===== config.mk =====
export PLATFORM = sky130hd
export DESIGN_NAME = ldca_shared_adder_arb
export DESIGN_NICKNAME = d
export VERILOG_FILES = /design/src/rtl/ldca_arb_pkg.sv /design/src/rtl/ldca_adder.sv /design/src/rtl/rr_arbiter.sv /design/src/rtl/ldca_shared_adder_arb.sv
export SDC_FILE = /design/constraint.sdc
export NUM_CORES = 1
export LEC_CHECK = 0
export ABC_AREA = 1
export BUFFER_PORTS_ARGS = -buffer_cell sky130_fd_sc_hd__buf_2
export CAP_MARGIN = 15
export CORE_AREA = 2 2 118 120
export DETAILED_ROUTE_END_ITERATION = 8
export DIE_AREA = 0 0 120 122
export PLACE_DENSITY = 0.78
export SLEW_MARGIN = 10
export SYNTH_ARGS = -nofsm -noshare
export SYNTH_HDL_FRONTEND = slang
export SYNTH_SLANG_ARGS = --single-unit

===== constraint.sdc =====
create_clock -name clk -period 3.54 [get_ports clk]
set_input_delay 0.177 -clock clk [delete_from_list [all_inputs] [get_ports clk]]
set_output_delay 0.177 -clock clk [all_outputs]
set_load 0.1 [all_outputs]

===== src/rtl/ldca_arb_pkg.sv =====
// Shared types and helpers for the ldca shared-adder arbiter.
package ldca_arb_pkg;

  localparam int RSP_FIFO_DEPTH   = 2;
  localparam int DEF_ADDER_LENGTH = 32;
  localparam int DEF_ID_W         = 2;

  // Id width that never collapses to zero bits.
  function automatic int clog2_min1(input int n);
    return (n <= 2) ? 1 : $clog2(n);
  endfunction

  typedef struct packed {
    logic [DEF_ADDER_LENGTH:0] sum;
    logic [DEF_ID_W-1:0]       id;
  } ldca_rsp_t;

endpackage


===== src/rtl/ldca_adder.sv =====
// Low-precision adder: approximated low part, exact upper part seeded by a[IMPRECISE_PART-1].
module ldca_adder #(
  parameter int ADDER_LENGTH       = 32,
  parameter int IMPRECISE_PART     = 16,
  parameter int IMPRECISE_SUB_PART = 8
) (
  input  logic [ADDER_LENGTH-1:0] a,
  input  logic [ADDER_LENGTH-1:0] b,
  output logic [ADDER_LENGTH:0]   sum
);

  localparam int HI_W = ADDER_LENGTH - IMPRECISE_PART;

  logic [HI_W:0] hi;
  logic          unused_low;

  assign hi = {1'b0, a[ADDER_LENGTH-1:IMPRECISE_PART]}
            + {1'b0, b[ADDER_LENGTH-1:IMPRECISE_PART]}
            + (HI_W+1)'(a[IMPRECISE_PART-1]);

  assign sum = {hi, b[IMPRECISE_PART-1:IMPRECISE_SUB_PART], {IMPRECISE_SUB_PART{1'b1}}};

  assign unused_low = ^{a[IMPRECISE_PART-2:0], b[IMPRECISE_SUB_PART-1:0]};

endmodule


===== src/rtl/rr_arbiter.sv =====
// Round-robin priority pick: first asserted request at or after ptr, wrapping.
module rr_arbiter
  import ldca_arb_pkg::*;
#(
  parameter  int NUM_REQ = 4,
  localparam int ID_W    = clog2_min1(NUM_REQ)
) (
  input  logic [NUM_REQ-1:0] req,
  input  logic [ID_W-1:0]    ptr,
  output logic [NUM_REQ-1:0] grant,
  output logic [ID_W-1:0]    grant_idx,
  output logic               grant_vld
);

  logic [ID_W-1:0] cand;

  always_comb begin
    grant     = '0;
    grant_idx = '0;
    grant_vld = 1'b0;
    cand      = '0;
    for (int k = 0; k < NUM_REQ; k++) begin
      cand = ID_W'((int'(ptr) + k) % NUM_REQ);
      if (!grant_vld && req[cand]) begin
        grant_vld = 1'b1;
        grant_idx = cand;
      end
    end
    grant[grant_idx] = grant_vld;
  end

endmodule


===== src/rtl/ldca_shared_adder_arb.sv =====
// One ldca_adder shared by NUM_REQ requesters via round-robin, results queued in a 2-entry FIFO.
// Define LDCA_ARB_PERF_EN to add the saturating stall_cnt port.
module ldca_shared_adder_arb
  import ldca_arb_pkg::*;
#(
  parameter  int NUM_REQ            = 4,
  parameter  int ADDER_LENGTH       = 32,
  parameter  int IMPRECISE_PART     = 16,
  parameter  int IMPRECISE_SUB_PART = 8,
  localparam int ID_W               = clog2_min1(NUM_REQ)
) (
  input  logic                            clk,
  input  logic                            rst_n,
  input  logic [NUM_REQ-1:0]              req_valid,
  output logic [NUM_REQ-1:0]              req_ready,
  input  logic [NUM_REQ*ADDER_LENGTH-1:0] req_a,
  input  logic [NUM_REQ*ADDER_LENGTH-1:0] req_b,
  output logic                            rsp_valid,
  input  logic                            rsp_ready,
  output logic [ADDER_LENGTH:0]           rsp_sum,
`ifdef LDCA_ARB_PERF_EN
  output logic [15:0]                     stall_cnt,
`endif
  output logic [ID_W-1:0]                 rsp_id
);

  typedef struct packed {
    logic [ADDER_LENGTH:0] sum;
    logic [ID_W-1:0]       id;
  } rsp_t;

  rsp_t                    mem [RSP_FIFO_DEPTH];
  logic                    wr_ptr, rd_ptr;
  logic [1:0]              count;
  logic [ID_W-1:0]         rr_ptr, g_idx;
  logic [NUM_REQ-1:0]      g_onehot;
  logic                    g_vld;
  logic                    pop, push, can_accept;
  logic [ADDER_LENGTH-1:0] mux_a, mux_b;
  logic [ADDER_LENGTH:0]   add_sum;

  rr_arbiter #(.NUM_REQ(NUM_REQ)) u_arb (
    .req       (req_valid),
    .ptr       (rr_ptr),
    .grant     (g_onehot),
    .grant_idx (g_idx),
    .grant_vld (g_vld)
  );

  assign mux_a = req_a[int'(g_idx)*ADDER_LENGTH +: ADDER_LENGTH];
  assign mux_b = req_b[int'(g_idx)*ADDER_LENGTH +: ADDER_LENGTH];

  ldca_adder #(
    .ADDER_LENGTH       (ADDER_LENGTH),
    .IMPRECISE_PART     (IMPRECISE_PART),
    .IMPRECISE_SUB_PART (IMPRECISE_SUB_PART)
  ) u_adder (
    .a   (mux_a),
    .b   (mux_b),
    .sum (add_sum)
  );

  // A pop in the same cycle frees the slot the push lands in.
  assign rsp_valid  = (count != 2'd0);
  assign pop        = rsp_valid && rsp_ready;
  assign can_accept = (count < 2'(RSP_FIFO_DEPTH)) || pop;
  assign req_ready  = can_accept ? g_onehot : '0;
  assign push       = g_vld && can_accept;

  assign rsp_sum = mem[rd_ptr].sum;
  assign rsp_id  = mem[rd_ptr].id;

  always_ff @(posedge clk or negedge rst_n) begin
    if (!rst_n) begin
      count  <= 2'd0;
      wr_ptr <= 1'b0;
      rd_ptr <= 1'b0;
      rr_ptr <= '0;
      for (int i = 0; i < RSP_FIFO_DEPTH; i++) mem[i] <= '0;
    end else begin
      if (push) begin
        mem[wr_ptr] <= '{sum: add_sum, id: g_idx};
        wr_ptr      <= ~wr_ptr;
        rr_ptr      <= (int'(g_idx) == NUM_REQ-1) ? '0 : g_idx + 1'b1;
      end
      if (pop) rd_ptr <= ~rd_ptr;
      case ({push, pop})
        2'b10:   count <= count + 2'd1;
        2'b01:   count <= count - 2'd1;
        default: count <= count;
      endcase
    end
  end

`ifdef LDCA_ARB_PERF_EN
  always_ff @(posedge clk or negedge rst_n) begin
    if (!rst_n)                                          stall_cnt <= 16'd0;
    else if (|req_valid && !can_accept && stall_cnt != 16'hFFFF) stall_cnt <= stall_cnt + 16'd1;
  end
`endif

endmodule


==> summary.txt <==
Logic synthesis
  • #FFs+latches synth: just over 60
  • Register area share after synthesis: 0.2904
  • Synth cell types: 37
  • Post-synth EDFFs: 0
  • Syn_area_per_cell: 6.500 um2
  • Post-synth net total: 1107
  • Most frequent cell after synthesis: nand2_1
  • Share of synthesized flip-flops with an asynchronous set or reset: 1.000
  • Post-synth top cells: nand2_1 (308), inv_1 (80), dfrtp_1 (62), o21ai_0 (57), nand3_1 (51)
  • Post-synth top flop: dfrtp_1
  • Yosys warning count: 0
  • Cells after synthesis: about 820
  • Synth area leaders: dfrtp_1 (29%), nand2_1 (22%), inv_1 (5.6%), o21ai_0 (5.3%), nand3_1 (4.8%)
  • Cell Area, Synth: 0.005343 mm2
  • Post-synth top area cell: dfrtp_1
  • Synth top area share: 0.2904

Routing
  • Met2 wire len: 9247 um
  • Vias: 6491
  • Antenna-violating nets left: 0
  • Routed wire length per instance: between 15 and 20 um
  • Via density: just over 5
  • M1 WL: around 8600 um
  • Drt first-iter violations: approximately 450
  • Top sig layer: met5
  • Met3 wire len: between 1500 and 2000 um
  • DRC Markers: 0
  • WL final: roughly 20000 um
  • DRT Pass-1 Iters: 8

Clock network
  • CTS sink cnt: slightly above 60
  • CTS clk-pin slew, worst paths: around 0.050 ns
  • Clock root cell: clkbuf_16
  • Bufs on Longest Clock Path: 2
  • CTS buffer count: 9
  • Clk Latency, worst-skew pair: 0.32 ns
  • # H-tree levels: 3
  • CTS tree: yes

Timing
  • RSZ-0062 raised after global routing: true
  • Period utilisation layout: 0.9796
  • Final Hold Fails: 0
  • Slew @ Worst Pin: just under 0.8 ns
  • Clock Skews: between 0.004 and 0.005 ns
  • Final setup violation count: 0
  • Setup ws final: around 0.072 ns
  • Relative slew slack: 0.4801
  • Peak Freq: ~0.29 GHz
  • Final min period: between 3 and 4 ns
  • Final Slew Violations: 0

Setup path
  • Crit path largest cell delay: 0.48 ns
  • Critical setup path kind: reg -> reg
  • R2r startpoint: rr_ptr[0]
  • Worst setup startpoint: rr_ptr[0]
  • Peak fanout along the critical path: 9
  • Worst setup SP type: register
  • Reg2Reg Capture Point: mem[28]
  • Crit path arrival time: 3.64 ns
  • CP Cell Sequence: inv_4 > nand2_1 > nand3_2 > nand2_4 > inv_2 > nand2_2 > nand2_4 > nand3_4 > clkbuf_16 > buf_4 > a21oi_1 > o21ai_1 > nand2_1 > ha_4 > buf_4 > nand2_1 > o21ai_1 > nand3b_1 > buf_4 > xnor2_2 > o21ai_1
  • Crit path required time: 3.71 ns
  • Cells on worst reg2reg path: 21
  • Reg-to-reg slack, setup: between 0.07 and 0.08 ns
  • Family with the most delay on the worst path: simple AND/OR/NAND/NOR gates
  • CP max-delay cell: dfrtp_2
  • Buf/Inv on CP: 6
  • CP Capture Type: register

Floorplanning
  • Boundary Pins: 303
  • Die width: about 120 um
  • Num rows: 43
  • Initial Utilization: 0.3956
  • Core footprint: 0.01350 mm2
  • Die height: between 100 and 150 um
  • Die area: roughly 0.015 mm2

Final layout
  • Layout cells sized above 1: 0.3845
  • P&R area growth vs syn: 48.59%
  • # fillers: approximately 1300
  • Nets: around 1400

Global routing
  • GRT Overall Usage: 0.2624
  • Antenna violations before repair: 5
  • Grt ovf: 0
  • First-pass GRT wire length: 29810 um
  • Largest net degree at the start of global routing: 51
  • Vias in the first global route: 5991

Place
  • Pre-CTS setup slack: -0.1761 ns
  • Post-DP HPWL: about 15000 um
  • GP Congestion: around 0.93
  • Port bufs: between 200 and 250

Flow run
  • MaxCap Viol Count: 0

Worst hold path
  • Worst Min Path Start: rsp_ready
  • Hold depth: 3
  • Worst Hold Class: in -> reg
  • Hold endpoint: rd_ptr

Status
  • Status: finished clean
==> per-layer routing <==
layer  up-vias  GRT usage
li1       3191          -
met3        36    0.05805
met5         -          0
met2       329     0.4265
met4         2    0.09044
met1      2933     0.3452
==> logic make-up (layout without fill, tap and decap cells) <==
group | count (synthesis) | count (layout) | share of synthesized area
compound gates | 156 | 156 | 0.1628
fa+ha+maj | 22 | 22 | 0.05433
other cells | 0 | 6 | 0
xor+xnor | 16 | 16 | 0.02623
flops | 62 | 62 | 0.2904
simple gates | 427 | 428 | 0.3489
buf+inv | 139 | 398 | 0.1173
==> worst register-to-register path, delay by kind of cell (launching register included) <==
family | cells | cell delay, ns
adders and majority gates | 1 | 0.22
buffers and inverters | 6 | 0.86
xor gates and xnor gates | 1 | 0.18
AOI/OAI and AO/OA | 4 | 0.50
and+or+nand+nor | 9 | 1.08
DFF | 1 | 0.48
==> placed cells by master, fill, tap and decap left out, types with 9 or more instances in the layout <==
cell	n
o21ai_1	28
buf_2	207
a21oi_1	33
clkbuf_16	13
nand4_1	19
ha_4	13
o21ai_0	43
buf_4	66
nand2_2	25
inv_1	78
o211ai_1	29
dfrtp_1	60
a21oi_2	9
nand3_1	46
nand2_1	284
==> metrics by stage <==
step	setup TNS (ns)	instance area, um2	util	cells	hold slack [ns]
6_report	0	7939	0.5879	1268	0.1834
5_1_grt	-0.8562	7924	0.5868	1262	0.2046
4_1_cts	0	7219	0.5346	1243	0.1824
3_5_place_dp	-1.086	6880	0.5095	1226	0.2169
3_3_place_gp	-0.1047	6880	0.5095	1226	0.2129
2_1_floorplan	0	5343	-	822	-0.1186
==> what timing repair did <==
action / 4_1_cts / 5_1_grt
setup buffers: 0 / 12
endpoints found under the setup margin: 19 / 27
resized for setup: 7 / 114
hold buffers: 1 / 0
hold endpoints to repair: 26 / 0
pin swaps: 0 / 39
cloned: 0 / 7
==> how the worst max path moves through the flow <==
stage,endpoint,slack (ns),cells past startpoint
floorplan,mem[69],0.18,21
global placement,mem[26],-0.06,18
detailed placement,mem[26],-0.18,19
CTS,mem[28],0.006,19
global route,mem[31],-0.1,25
finish,mem[28],0.07,21
==> sequential cells by signal, summed over array words and instances, names as in the netlist <==
register and count:
count 2, mem 56, rd_ptr 1, rr_ptr 2, wr_ptr 1
==> final cells by class <==
cell class / instances / area (um2) / area share
multi-input combinational: 622 / 3610 / 0.4547
inverter: 88 / 342.8 / 0.04318
tap: 180 / 225.2 / 0.02837
clock inverter: 4 / 45.04 / 0.005674
timing repair buffer: 293 / 1884 / 0.2374
timing repair inverter: 1 / 6.256 / 0.0007880
clock buffer: 12 / 256.5 / 0.03231
sequential: 62 / 1554 / 0.1957
antenna: 6 / 15.01 / 0.001891
Power is left out: the tool's default activity adds up to more than one toggle a clock period on the data nets, which glitch-free logic cannot reach.
